### src/rtl/mem_axi_arb2.sv
// Two-requester AXI4 arbiter onto one shared 64-bit memory slave port.
// AR is a registered round-robin slot; AW/W run an ownership FSM.
module mem_axi_arb2 #(
  parameter int FIXED_PRIO = 0
) (
  input  logic        clock,
  input  logic        reset_n,
  input  logic        m0_ar_valid,
  output logic        m0_ar_ready,
  input  logic [31:0] m0_ar_addr,
  input  logic [7:0]  m0_ar_len,
  input  logic [2:0]  m0_ar_size,
  input  logic [1:0]  m0_ar_burst,
  input  logic [4:0]  m0_ar_id,
  input  logic        m1_ar_valid,
  output logic        m1_ar_ready,
  input  logic [31:0] m1_ar_addr,
  input  logic [7:0]  m1_ar_len,
  input  logic [2:0]  m1_ar_size,
  input  logic [1:0]  m1_ar_burst,
  input  logic [4:0]  m1_ar_id,
  input  logic        m0_aw_valid,
  output logic        m0_aw_ready,
  input  logic [31:0] m0_aw_addr,
  input  logic [7:0]  m0_aw_len,
  input  logic [2:0]  m0_aw_size,
  input  logic [1:0]  m0_aw_burst,
  input  logic [4:0]  m0_aw_id,
  input  logic        m1_aw_valid,
  output logic        m1_aw_ready,
  input  logic [31:0] m1_aw_addr,
  input  logic [7:0]  m1_aw_len,
  input  logic [2:0]  m1_aw_size,
  input  logic [1:0]  m1_aw_burst,
  input  logic [4:0]  m1_aw_id,
  input  logic        m0_w_valid,
  input  logic [63:0] m0_w_data,
  input  logic [7:0]  m0_w_strb,
  input  logic        m0_w_last,
  output logic        m0_w_ready,
  input  logic        m1_w_valid,
  input  logic [63:0] m1_w_data,
  input  logic [7:0]  m1_w_strb,
  input  logic        m1_w_last,
  output logic        m1_w_ready,
  output logic        m0_r_valid,
  output logic [63:0] m0_r_data,
  output logic [1:0]  m0_r_resp,
  output logic        m0_r_last,
  output logic [4:0]  m0_r_id,
  input  logic        m0_r_ready,
  output logic        m1_r_valid,
  output logic [63:0] m1_r_data,
  output logic [1:0]  m1_r_resp,
  output logic        m1_r_last,
  output logic [4:0]  m1_r_id,
  input  logic        m1_r_ready,
  output logic        m0_b_valid,
  output logic [1:0]  m0_b_resp,
  output logic [4:0]  m0_b_id,
  input  logic        m0_b_ready,
  output logic        m1_b_valid,
  output logic [1:0]  m1_b_resp,
  output logic [4:0]  m1_b_id,
  input  logic        m1_b_ready,
  output logic        s_ar_valid,
  input  logic        s_ar_ready,
  output logic [31:0] s_ar_addr,
  output logic [7:0]  s_ar_len,
  output logic [2:0]  s_ar_size,
  output logic [1:0]  s_ar_burst,
  output logic [5:0]  s_ar_id,
  output logic        s_ar_lock,
  output logic [3:0]  s_ar_cache,
  output logic [2:0]  s_ar_prot,
  output logic [3:0]  s_ar_qos,
  output logic        s_aw_valid,
  input  logic        s_aw_ready,
  output logic [31:0] s_aw_addr,
  output logic [7:0]  s_aw_len,
  output logic [2:0]  s_aw_size,
  output logic [1:0]  s_aw_burst,
  output logic [5:0]  s_aw_id,
  output logic        s_aw_lock,
  output logic [3:0]  s_aw_cache,
  output logic [2:0]  s_aw_prot,
  output logic [3:0]  s_aw_qos,
  output logic        s_w_valid,
  output logic [63:0] s_w_data,
  output logic [7:0]  s_w_strb,
  output logic        s_w_last,
  input  logic        s_w_ready,
  input  logic        s_r_valid,
  input  logic [63:0] s_r_data,
  input  logic [1:0]  s_r_resp,
  input  logic        s_r_last,
  input  logic [5:0]  s_r_id,
  output logic        s_r_ready,
  input  logic        s_b_valid,
  input  logic [1:0]  s_b_resp,
  input  logic [5:0]  s_b_id,
  output logic        s_b_ready
);

  typedef enum logic [1:0] {
    AW_IDLE,
    AW_ISSUE,
    W_BURST
  } aw_state_t;

  // last = index granted previously; the other one wins a tie
  function automatic logic pick(input logic v0,
                                input logic v1,
                                input logic last);
    if (v0 && v1)
      return (FIXED_PRIO != 0) ? 1'b0 : !last;
    return !v0;
  endfunction

  assign s_ar_lock  = 1'b0;
  assign s_ar_cache = 4'b0011;
  assign s_ar_prot  = 3'b000;
  assign s_ar_qos   = 4'b0000;
  assign s_aw_lock  = 1'b0;
  assign s_aw_cache = 4'b0011;
  assign s_aw_prot  = 3'b000;
  assign s_aw_qos   = 4'b0000;

  logic        r_ar_valid;
  logic        r_ar_last;
  logic [31:0] r_ar_addr;
  logic [7:0]  r_ar_len;
  logic [2:0]  r_ar_size;
  logic [1:0]  r_ar_burst;
  logic [5:0]  r_ar_id;
  logic        w_ar_load;
  logic        w_ar_any;
  logic        w_ar_sel;
  logic        w_ar_gnt;

  assign w_ar_load = !r_ar_valid || s_ar_ready;
  assign w_ar_any  = m0_ar_valid || m1_ar_valid;
  assign w_ar_sel  = pick(m0_ar_valid, m1_ar_valid, r_ar_last);
  assign w_ar_gnt  = reset_n && w_ar_load && w_ar_any;

  assign m0_ar_ready = w_ar_gnt && !w_ar_sel;
  assign m1_ar_ready = w_ar_gnt && w_ar_sel;

  assign s_ar_valid = r_ar_valid;
  assign s_ar_addr  = r_ar_addr;
  assign s_ar_len   = r_ar_len;
  assign s_ar_size  = r_ar_size;
  assign s_ar_burst = r_ar_burst;
  assign s_ar_id    = r_ar_id;

  always_ff @(posedge clock or negedge reset_n) begin
    if (!reset_n) begin
      r_ar_valid <= 1'b0;
      r_ar_last  <= 1'b1;
      r_ar_addr  <= '0;
      r_ar_len   <= '0;
      r_ar_size  <= '0;
      r_ar_burst <= '0;
      r_ar_id    <= '0;
    end else if (w_ar_load) begin
      r_ar_valid <= w_ar_any;
      if (w_ar_gnt) begin
        r_ar_last  <= w_ar_sel;
        r_ar_addr  <= w_ar_sel ? m1_ar_addr : m0_ar_addr;
        r_ar_len   <= w_ar_sel ? m1_ar_len : m0_ar_len;
        r_ar_size  <= w_ar_sel ? m1_ar_size : m0_ar_size;
        r_ar_burst <= w_ar_sel ? m1_ar_burst : m0_ar_burst;
        r_ar_id    <= {w_ar_sel,
                       w_ar_sel ? m1_ar_id : m0_ar_id};
      end
    end
  end

  aw_state_t   r_aw_state;
  aw_state_t   w_aw_next;
  logic        r_aw_owner;
  logic        r_aw_last;
  logic        r_w_done;
  logic [31:0] r_aw_addr;
  logic [7:0]  r_aw_len;
  logic [2:0]  r_aw_size;
  logic [1:0]  r_aw_burst;
  logic [5:0]  r_aw_id;
  logic        w_aw_any;
  logic        w_aw_sel;
  logic        w_aw_gnt;
  logic        w_fwd;
  logic        w_fwd_ok;
  logic        w_own_valid;
  logic        w_own_last;
  logic        w_wlast_hs;

  assign w_aw_any = m0_aw_valid || m1_aw_valid;
  assign w_aw_sel = pick(m0_aw_valid, m1_aw_valid, r_aw_last);

  assign m0_aw_ready = w_aw_gnt && !w_aw_sel;
  assign m1_aw_ready = w_aw_gnt && w_aw_sel;

  assign s_aw_valid = (r_aw_state == AW_ISSUE);
  assign s_aw_addr  = r_aw_addr;
  assign s_aw_len   = r_aw_len;
  assign s_aw_size  = r_aw_size;
  assign s_aw_burst = r_aw_burst;
  assign s_aw_id    = r_aw_id;

  assign w_own_valid = r_aw_owner ? m1_w_valid : m0_w_valid;
  assign w_own_last  = r_aw_owner ? m1_w_last : m0_w_last;
  assign w_fwd_ok    = w_fwd && !r_w_done;

  assign s_w_valid = w_fwd_ok && w_own_valid;
  assign s_w_data  = r_aw_owner ? m1_w_data : m0_w_data;
  assign s_w_strb  = r_aw_owner ? m1_w_strb : m0_w_strb;
  assign s_w_last  = w_own_last;

  assign m0_w_ready = w_fwd_ok && !r_aw_owner && s_w_ready;
  assign m1_w_ready = w_fwd_ok && r_aw_owner && s_w_ready;

  assign w_wlast_hs = s_w_valid && s_w_ready && w_own_last;

  always_comb begin
    w_aw_next = r_aw_state;
    w_aw_gnt  = 1'b0;
    w_fwd     = 1'b0;
    unique case (r_aw_state)
      AW_IDLE: begin
        if (w_aw_any) begin
          w_aw_gnt  = reset_n;
          w_aw_next = AW_ISSUE;
        end
      end
      AW_ISSUE: begin
        w_fwd = 1'b1;
        // wlast may already be gone before the address is accepted
        if (s_aw_ready)
          w_aw_next = (r_w_done || w_wlast_hs) ? AW_IDLE : W_BURST;
      end
      W_BURST: begin
        w_fwd = 1'b1;
        if (w_wlast_hs)
          w_aw_next = AW_IDLE;
      end
      default: w_aw_next = AW_IDLE;
    endcase
  end

  always_ff @(posedge clock or negedge reset_n) begin
    if (!reset_n) begin
      r_aw_state <= AW_IDLE;
      r_aw_owner <= 1'b0;
      r_aw_last  <= 1'b1;
      r_w_done   <= 1'b0;
      r_aw_addr  <= '0;
      r_aw_len   <= '0;
      r_aw_size  <= '0;
      r_aw_burst <= '0;
      r_aw_id    <= '0;
    end else begin
      r_aw_state <= w_aw_next;
      if (w_aw_next == AW_IDLE)
        r_w_done <= 1'b0;
      else if (w_wlast_hs)
        r_w_done <= 1'b1;
      if (w_aw_gnt) begin
        r_aw_owner <= w_aw_sel;
        r_aw_last  <= w_aw_sel;
        r_aw_addr  <= w_aw_sel ? m1_aw_addr : m0_aw_addr;
        r_aw_len   <= w_aw_sel ? m1_aw_len : m0_aw_len;
        r_aw_size  <= w_aw_sel ? m1_aw_size : m0_aw_size;
        r_aw_burst <= w_aw_sel ? m1_aw_burst : m0_aw_burst;
        r_aw_id    <= {w_aw_sel,
                       w_aw_sel ? m1_aw_id : m0_aw_id};
      end
    end
  end

  assign m0_r_valid = s_r_valid && !s_r_id[5];
  assign m1_r_valid = s_r_valid && s_r_id[5];
  assign m0_r_data  = s_r_data;
  assign m1_r_data  = s_r_data;
  assign m0_r_resp  = s_r_resp;
  assign m1_r_resp  = s_r_resp;
  assign m0_r_last  = s_r_last;
  assign m1_r_last  = s_r_last;
  assign m0_r_id    = s_r_id[4:0];
  assign m1_r_id    = s_r_id[4:0];
  assign s_r_ready  = s_r_id[5] ? m1_r_ready : m0_r_ready;

  assign m0_b_valid = s_b_valid && !s_b_id[5];
  assign m1_b_valid = s_b_valid && s_b_id[5];
  assign m0_b_resp  = s_b_resp;
  assign m1_b_resp  = s_b_resp;
  assign m0_b_id    = s_b_id[4:0];
  assign m1_b_id    = s_b_id[4:0];
  assign s_b_ready  = s_b_id[5] ? m1_b_ready : m0_b_ready;

endmodule

### config.mk
export PLATFORM = sky130hd
export DESIGN_NAME = mem_axi_arb2
export DESIGN_NICKNAME = d
export VERILOG_FILES = /design/src/rtl/mem_axi_arb2.sv
export SDC_FILE = /design/constraint.sdc
export NUM_CORES = 1
export LEC_CHECK = 0
export ABC_AREA = 1
export BUFFER_PORTS_ARGS = -buffer_cell sky130_fd_sc_hd__buf_4
export CAP_MARGIN = 10
export CORE_AREA = 2 2 313 315
export CTS_BUF_LIST = sky130_fd_sc_hd__clkbuf_16
export DETAILED_ROUTE_END_ITERATION = 12
export DIE_AREA = 0 0 315 317
export GPL_TIMING_DRIVEN = 0
export PLACE_DENSITY_LB_ADDON = 0.05
export SYNTH_ARGS = -nofsm -noshare
export SYNTH_HDL_FRONTEND = slang
export SYNTH_SLANG_ARGS = --single-unit
### constraint.sdc
create_clock -name clock -period 1.7 [get_ports clock]
set_input_delay 0.085 -clock clock [delete_from_list [all_inputs] [get_ports clock]]
set_output_delay 0.085 -clock clock [all_outputs]
set_load 0.03 [all_outputs]
==> results.ini, run 1 <==
[synthesis]
synth_top_area_cell = dfrtp_1
ys_ff_latch = 108
ys_seq_area_frac = 0.3744
yosys.area.top_type_share = 0.3671
synth_cell_types = 24
syn-cell-area_sq_mm = 0.007226
synth_cells = 1038
synthTopCellsByArea = dfrtp_1 37%, nand2_1 28%, buf_4 19%, nand3_1 7.1%, buf_2 1.7%
ys_warn_count = 0
avgSynthCellArea_sq_um = 6.961

[hold_path]
worstHoldPathType = in2async

[setup_path]
rrSetupSlack_ps = -100
cpLargestDelayFamily = buffers and inverters
crit_buf_inv = 5
worst_setup_path_start_kind = flip-flop
path_cells = inv_2, ha_4, inv_2, nor2_4, nand2_4, nor2_4, buf_4, buf_12, bufbuf_16, nand2_1, nand3_1
slowest_delay_ps = 410
required_ps = 2040
end_kind = flip-flop
critPathMaxFanout = 7
worstSetupPathType = reg2reg
cp_slowest_cell = dfrtp_1
cp_data_arrival_time_ps = 2130

[cts]
clkLatencyLatePin_ps = 400
clk_path_buf_depth = 2
clk_pin_slew_worst_paths_ps = 90
cts_buffers = 9
cts-root-buf = clkbuf_16
cts_hold_buf = 204
cts.sinks = 108
htreeDepth = 3
cts_tree = done

[outcome]
violations = hold timing, setup timing
outcome = complete, but fails checks

[timing]
rsz0062_at_grt = yes
period_share = 1.056
layout_setup_ws_ps = -95.89
fin_hold_ws_ps = -350.0
period_needed_ps = 1796
clock_skew_ps = 14.43
finalSetupViolations = 60
max_freq_mhz = 556.8
hold_viol = 74
maxSlewViolCount = 0

[detailed_routing]
wl_met1_um = 22060
routed.top_layer = met5
wl_met3_um = 6182
ant_nets = 0
viasPerCell = 3.098
wl_per_cell_um = 19.46
firstDrtPassIters = 4
drt_iter0_drc = 328
vias = 10348
wirelength_um = 65010
wl_met2_um = 34720
drc = 0

[floorplanning]
core_sq_mm = 0.09628
fp.dieH_um = 317
die_w_um = 315
num_io_pins = 816
std_cell_rows = 114
die-area_sq_mm = 0.09986
initial_core_util = 0.07505

[final_layout]
area_delta_synth_final_pct = 168.5
final_cell_mix = 839 x buf_4, 341 x nand2_1, 203 x dlygate4sd3_1
layout_commonest_cell = buf_4
nFillCells = 10910
seq_area_sq_mm = 0.002706
multi_input_area_sq_mm = 0.004011
postLayoutCellArea_sq_mm = 0.01940
layout-drive-gt1-share = 0.6057
nets = 2492
final_core_util = 0.2015

[pwr]
switchingPower_mw = 12.42
vdd_drop_max_mv = 0.5346
p_comb_frac = 0.748
clock_power_share = 0.092
switching_share = 0.5009
leakagePower_nw = 9.896
intPower_mw = 12.38
powerDensity_mw_per_mm2 = 1278
power_frac_seq = 0.160

[place]
dp_slack_ps = -582.3
placed_cell_area_sq_mm = 0.01428
dp_hpwl_um = 53510
portBuffers = 712
place.gp.congestion = 0.8671

[global_routing]
grt_pass1_vias = 10802
grt_max_degree = 59
grt_pass1_wl_um = 85720
overflow = 0
grt_use_total = 0.1230
antenna_found_initial = 23

[run]
maxCapViolCount = 0

==> power groups by stage <==
stage	clock (mW)	sequential (mW)	combinational, mW
detailed placement	0	4.02	13.3
global route	2.52	4.09	19.6
floorplan	0	5.54	5.24
finish	2.27	3.97	18.6
CTS	2.47	3.98	18.7
global placement	0	4.01	13.4
==> Yosys cell counts <==
library cell / n
mux2_2: 2
ha_1: 4
nor2_2: 4
inv_1: 20
dfstp_2: 2
conb_1: 2
nand2_1: 543
nor2_4: 3
buf_4: 183
a21oi_1: 1
buf_6: 10
nand3_1: 103
nor3_1: 2
nor2_1: 5
clkinv_2: 1
buf_2: 24
a21oi_2: 1
dfrtp_1: 106
inv_4: 1
o21ai_0: 3
inv_2: 4
nand2_2: 1
clkbuf_1: 12
nand2_4: 1
==> logic make-up (layout without fill, tap and decap cells) <==
kind of cell	Yosys count	in the layout	synth area share
AO/OA/AOI/OAI	5	5	0.003982
adder cells (fa/ha/maj)	4	4	0.006927
buffers and inverters	255	1244	0.2426
flip-flops	108	108	0.3744
multiplexers	2	2	0.003117
other	2	39	0.001039
AND/OR/NAND/NOR	662	662	0.3680
==> metrics by stage <==
stage               total power [mW]  instances  TNS [ps]
finish                         24.80       3340     -1906
global placement               17.36       3048   -166630
global route                   26.23       3336     -9931
detailed placement             17.31       3049    -52620
floorplan                      10.79       1060         0
CTS                            25.12       3323    -10320
==> layer usage <==
| metal | vias up | global-route usage |
|---|---|---|
| met3 | 52 | 0.05224 |
| li1 | 5014 | - |
| met1 | 4845 | 0.1208 |
| met4 | 12 | 0.04264 |
| met5 | - | 0 |
| met2 | 425 | 0.2298 |
==> final cells by class <==
cell class / instances / area share
Buffer: 226 / 0.1011
Multi-Input combinational cell: 697 / 0.2068
Clock buffer: 9 / 0.01161
Sequential cell: 108 / 0.1395
Timing Repair Buffer: 976 / 0.4489
Tap cell: 1276 / 0.08229
Clock inverter: 7 / 0.001935
Inverter: 26 / 0.006062
Antenna cell: 15 / 0.001935
==> path summary, 6_finish.rpt <==
kind | start | endpoint | cells past startpoint
max in group asynchronous | reset_n | r_ar_last$_DFFE_PN1P_ | 3
min | reset_n | s_ar_addr[0]$_DFFE_PN0P_ | 2
max reg2reg | r_aw_state[0]$_DFF_PN0_ | s_aw_addr[1]$_DFFE_PN0P_ | 11
min reg2reg | s_ar_id[5]$_DFFE_PN0P_ | s_ar_id[5]$_DFFE_PN0P_ | 2
max | r_aw_state[0]$_DFF_PN0_ | s_aw_addr[1]$_DFFE_PN0P_ | 11
min in group clock | reset_n | r_aw_last$_DFFE_PN1P_ | 4
==> sequential cells by signal, indices dropped and copies added, names as in the netlist, 3 cells and up <==
signal     count
s_ar_id        6
s_aw_addr     32
s_aw_id        5
s_ar_len       8
s_ar_addr     32
s_aw_len       8
s_ar_size      3
s_aw_size      3
==> repair_timing <==
| action | 4_1_cts | 5_1_grt |
|---|---|---|
| gates cloned | 14 | 5 |
| setup buffers | 41 | 11 |
| setup endpoints to repair | 168 | 181 |
| resized for setup | 468 | 119 |
| pin swaps | 67 | 55 |
| hold endpoints to repair | 208 | 50 |
No activity file was read; power rests on OpenSTA's default activity.
==> run 2: changes to the inputs <==
==> constraint.sdc (replaced) <==
create_clock -name clock -period 1.9 [get_ports clock]
set_input_delay 0.095 -clock clock [delete_from_list [all_inputs] [get_ports clock]]
set_output_delay 0.095 -clock clock [all_outputs]
set_load 0.01 [all_outputs]
==> run 2 against run 1 <==
  * Via count decreased by 3.4%
  * The flow now finishes without violations
  * Core utilization down 2.5 points
  * Hold slack improved by 390 ps
  * Power decreased by 39%
  * Combinational power decreased by 49%
==> results.ini, run 2 (same netlist as run 1, synthesis figures left out) <==
[outcome]
outcome = complete, no violations  ; was complete, but fails checks

[setup_path]
worstSetupPathType = in2reg  ; was reg2reg
end_kind = flip-flop  ; unchanged
r2r-start = r_ar_last$_DFFE_PN1P_  ; was r_aw_state[0]$_DFF_PN0_
cpLargestDelayFamily = buffers and inverters  ; unchanged
required_ps = 2190  ; was 2040 ps
worst_setup_path_start_kind = input port  ; was flip-flop
path_cells = dlygate4sd3_1, buf_4, nor2_2, dlygate4sd3_1, nand2_1, dlygate4sd3_1  ; was inv_2, ha_4, inv_2, nor2_4, nand2_4, nor2_4, buf_4, buf_12, bufbuf_16, nand2_1, nand3_1
crit_buf_inv = 4  ; was 5
r2r-end = s_ar_burst[1]$_DFFE_PN0P_  ; was s_aw_addr[1]$_DFFE_PN0P_
crit_top_cell = dlygate4sd3_1
cp_slowest_cell = dlygate4sd3_1  ; was dfrtp_1
cp_data_arrival_time_ps = 2100  ; was 2130 ps
slowest_delay_ps = 570  ; was 410 ps
r2r_cells = 8  ; was 11
worst-path-stages = 6  ; was 11
rrSetupSlack_ps = 140  ; was -100 ps
critPathMaxFanout = 2  ; was 7

[detailed_routing]
ant_nets = 0  ; unchanged
vias = 9994  ; was 10348
wl_per_cell_um = 19.08  ; was 19.46 um
viasPerCell = 3.032  ; was 3.098
drc = 0  ; unchanged
wirelength_um = 62890  ; was 65010 um
drt_iter0_drc = 364  ; was 328
firstDrtPassIters = 4  ; unchanged

[final_layout]
nFillCells = 11123  ; was 10910
layout_commonest_cell = buf_4  ; unchanged
area_delta_synth_final_pct = 134.9  ; was 168.5%
multi_input_area_sq_mm = 0.002883  ; was 0.004011 sq mm
final_cell_mix = 904 x buf_4, 542 x nand2_1, 205 x dlygate4sd3_1  ; was 839 x buf_4, 341 x nand2_1, 203 x dlygate4sd3_1
nets = 2450  ; was 2492
postLayoutCellArea_sq_mm = 0.01697  ; was 0.01940 sq mm
layout-drive-gt1-share = 0.4933  ; was 0.6057
seq_area_sq_mm = 0.002706  ; unchanged

[place]
placed_cell_area_sq_mm = 0.01428  ; unchanged
place.gp.congestion = 0.8671  ; unchanged
portBuffers = 712  ; unchanged
dp_hpwl_um = 53510  ; unchanged
dp_slack_ps = -390.7  ; was -582.3 ps

[timing]
rsz0062_at_grt = yes  ; unchanged
hold_viol = 0  ; was 74
worstMarginPinSlew_ps = 643.6
period_needed_ps = 1807
relSlewSlack = 0.5709
finalSetupViolations = 0  ; was 60
max_freq_mhz = 553.4
maxSlewViolCount = 0  ; unchanged
layout_setup_ws_ps = 92.90  ; was -95.89 ps
period_share = 0.9511
clock_skew_ps = 15.98  ; was 14.43 ps

[global_routing]
grt_max_degree = 59  ; unchanged
antenna_found_initial = 21  ; was 23
grt_use_total = 0.1176  ; was 0.1230
overflow = 0  ; unchanged
grt_pass1_vias = 10171  ; was 10802
grt_pass1_wl_um = 81880  ; was 85720 um

[floorplanning]
std_cell_rows = 114  ; unchanged
die-area_sq_mm = 0.09986  ; unchanged
die_w_um = 315  ; unchanged
initial_core_util = 0.07505  ; unchanged
fp.dieH_um = 317  ; unchanged
num_io_pins = 816  ; unchanged
core_sq_mm = 0.09628  ; unchanged

[pwr]
switchingPower_mw = 6.886  ; was 12.42 mW
switching_share = 0.4548  ; was 0.5009
powerDensity_mw_per_mm2 = 892.1  ; was 1278 mW/mm^2
vdd_drop_max_mv = 0.4726  ; was 0.5346 mV
leakagePower_nw = 8.835  ; was 9.896 nW
clock_power_share = 0.134  ; was 0.092
power_frac_seq = 0.234  ; was 0.160
p_comb_frac = 0.632  ; was 0.748
intPower_mw = 8.256  ; was 12.38 mW

[hold_path]
min_to = r_aw_last$_DFFE_PN1P_
min_from = reset_n
worstHoldPathType = in2reg  ; was in2async
hold_depth = 4

[cts]
clk_pin_slew_worst_paths_ps = 90  ; about the same
clkLatencyLatePin_ps = 410  ; was 400 ps
clk_path_buf_depth = 2  ; unchanged
cts_tree = done  ; unchanged
cts_buffers = 9  ; unchanged
cts-root-buf = clkbuf_16  ; unchanged
htreeDepth = 3  ; unchanged
cts.sinks = 108  ; unchanged

[run]
maxCapViolCount = 0  ; unchanged

-- run 2: cell count changes in the layout (fill, tap and decap cells not counted), sizes merged --
cell         change
diode            -2
dlygate4sd3      +2
bufbuf           -1
clkbuf           -1
buf             -42
-- run 2: metrics by stage --
step	setup TNS [ps]	instances	utilization	power [mW]	hold WS, ps
after floorplan	0	1060	-	7.101	-200.6
after global placement	-115890	3048	0.1480	12.93	301.1
after detailed placement	-19500	3049	0.1483	12.88	127.6
after CTS	-23.16	3277	0.1741	15.75	-474.5
after global routing	-27.64	3293	0.1762	16.40	31.37
final	0	3296	0.1763	15.14	42.06
-- run 2: repair_timing --
action,CTS,global route
endpoints found under the setup margin,128,49
endpoints found under the hold margin,208,74
buffers inserted,10,0
gates resized for setup,37,17
pin swaps,2,1
gates cloned,0,0
hold buffers,203,7
-- run 2: final cells by class --
| cell class | instances | share of cell area |
|---|---|---|
| Antenna cell | 13 | 0.001917 |
| Buffer | 227 | 0.1025 |
| Clock buffer | 9 | 0.01327 |
| Clock inverter | 7 | 0.002211 |
| Inverter | 26 | 0.006487 |
| Multi-Input combinational cell | 697 | 0.1698 |
| Sequential cell | 108 | 0.1594 |
| Tap cell | 1276 | 0.09406 |
| Timing Repair Buffer | 933 | 0.4502 |
-- run 2: how the worst max path moves through the flow --
| stage | endpoint | slack [ps] | start |
|---|---|---|---|
| 3_5_place_dp | s_ar_burst[0]$_DFFE_PN0P_ | -390 | reset_n |
| 5_1_grt | m0_aw_ready | -30 | r_aw_state[0]$_DFF_PN0_ |
| 3_3_place_gp | s_aw_size[2]$_DFFE_PN0P_ | -1180 | reset_n |
| 2_1_floorplan | r_w_done$_DFFE_PN0P_ | 430 | r_aw_state[0]$_DFF_PN0_ |
| 6_report | s_ar_valid$_DFFE_PN0N_ | 90 | m0_ar_valid |
| 4_1_cts | m0_aw_ready | -20 | r_aw_state[0]$_DFF_PN0_ |
-- run 2: power groups by stage --
stage                     Sequential, mW  Clock [mW]  Combinational, mW
final                               3.55        2.03               9.56
after global routing                3.66        2.25               10.5
after CTS                           3.57        2.21               9.97
after detailed placement            3.60           0               9.29
after global placement              3.59           0               9.34
after floorplan                     3.87           0               3.23
-- run 2: worst reg2reg max path, cell delays in order (launching register included) --
cell and delay (ps):
dfstp_2 530, inv_1 40, nand2_1 50, nand2_1 100, nand2_2 140, clkinv_4 120
nand2_1 90, nand3_1 50, dlygate4sd3_1 550
-- run 2: layer usage --
metal | global-route usage | vias to the layer above | share of wire
met2 | 0.2230 | 412 | 0.53
li1 | - | 4916 | -
met4 | 0.03041 | 14 | 0.020
met3 | 0.05335 | 43 | 0.10
met1 | 0.1145 | 4609 | 0.35
met5 | 0 | - | 0.0015
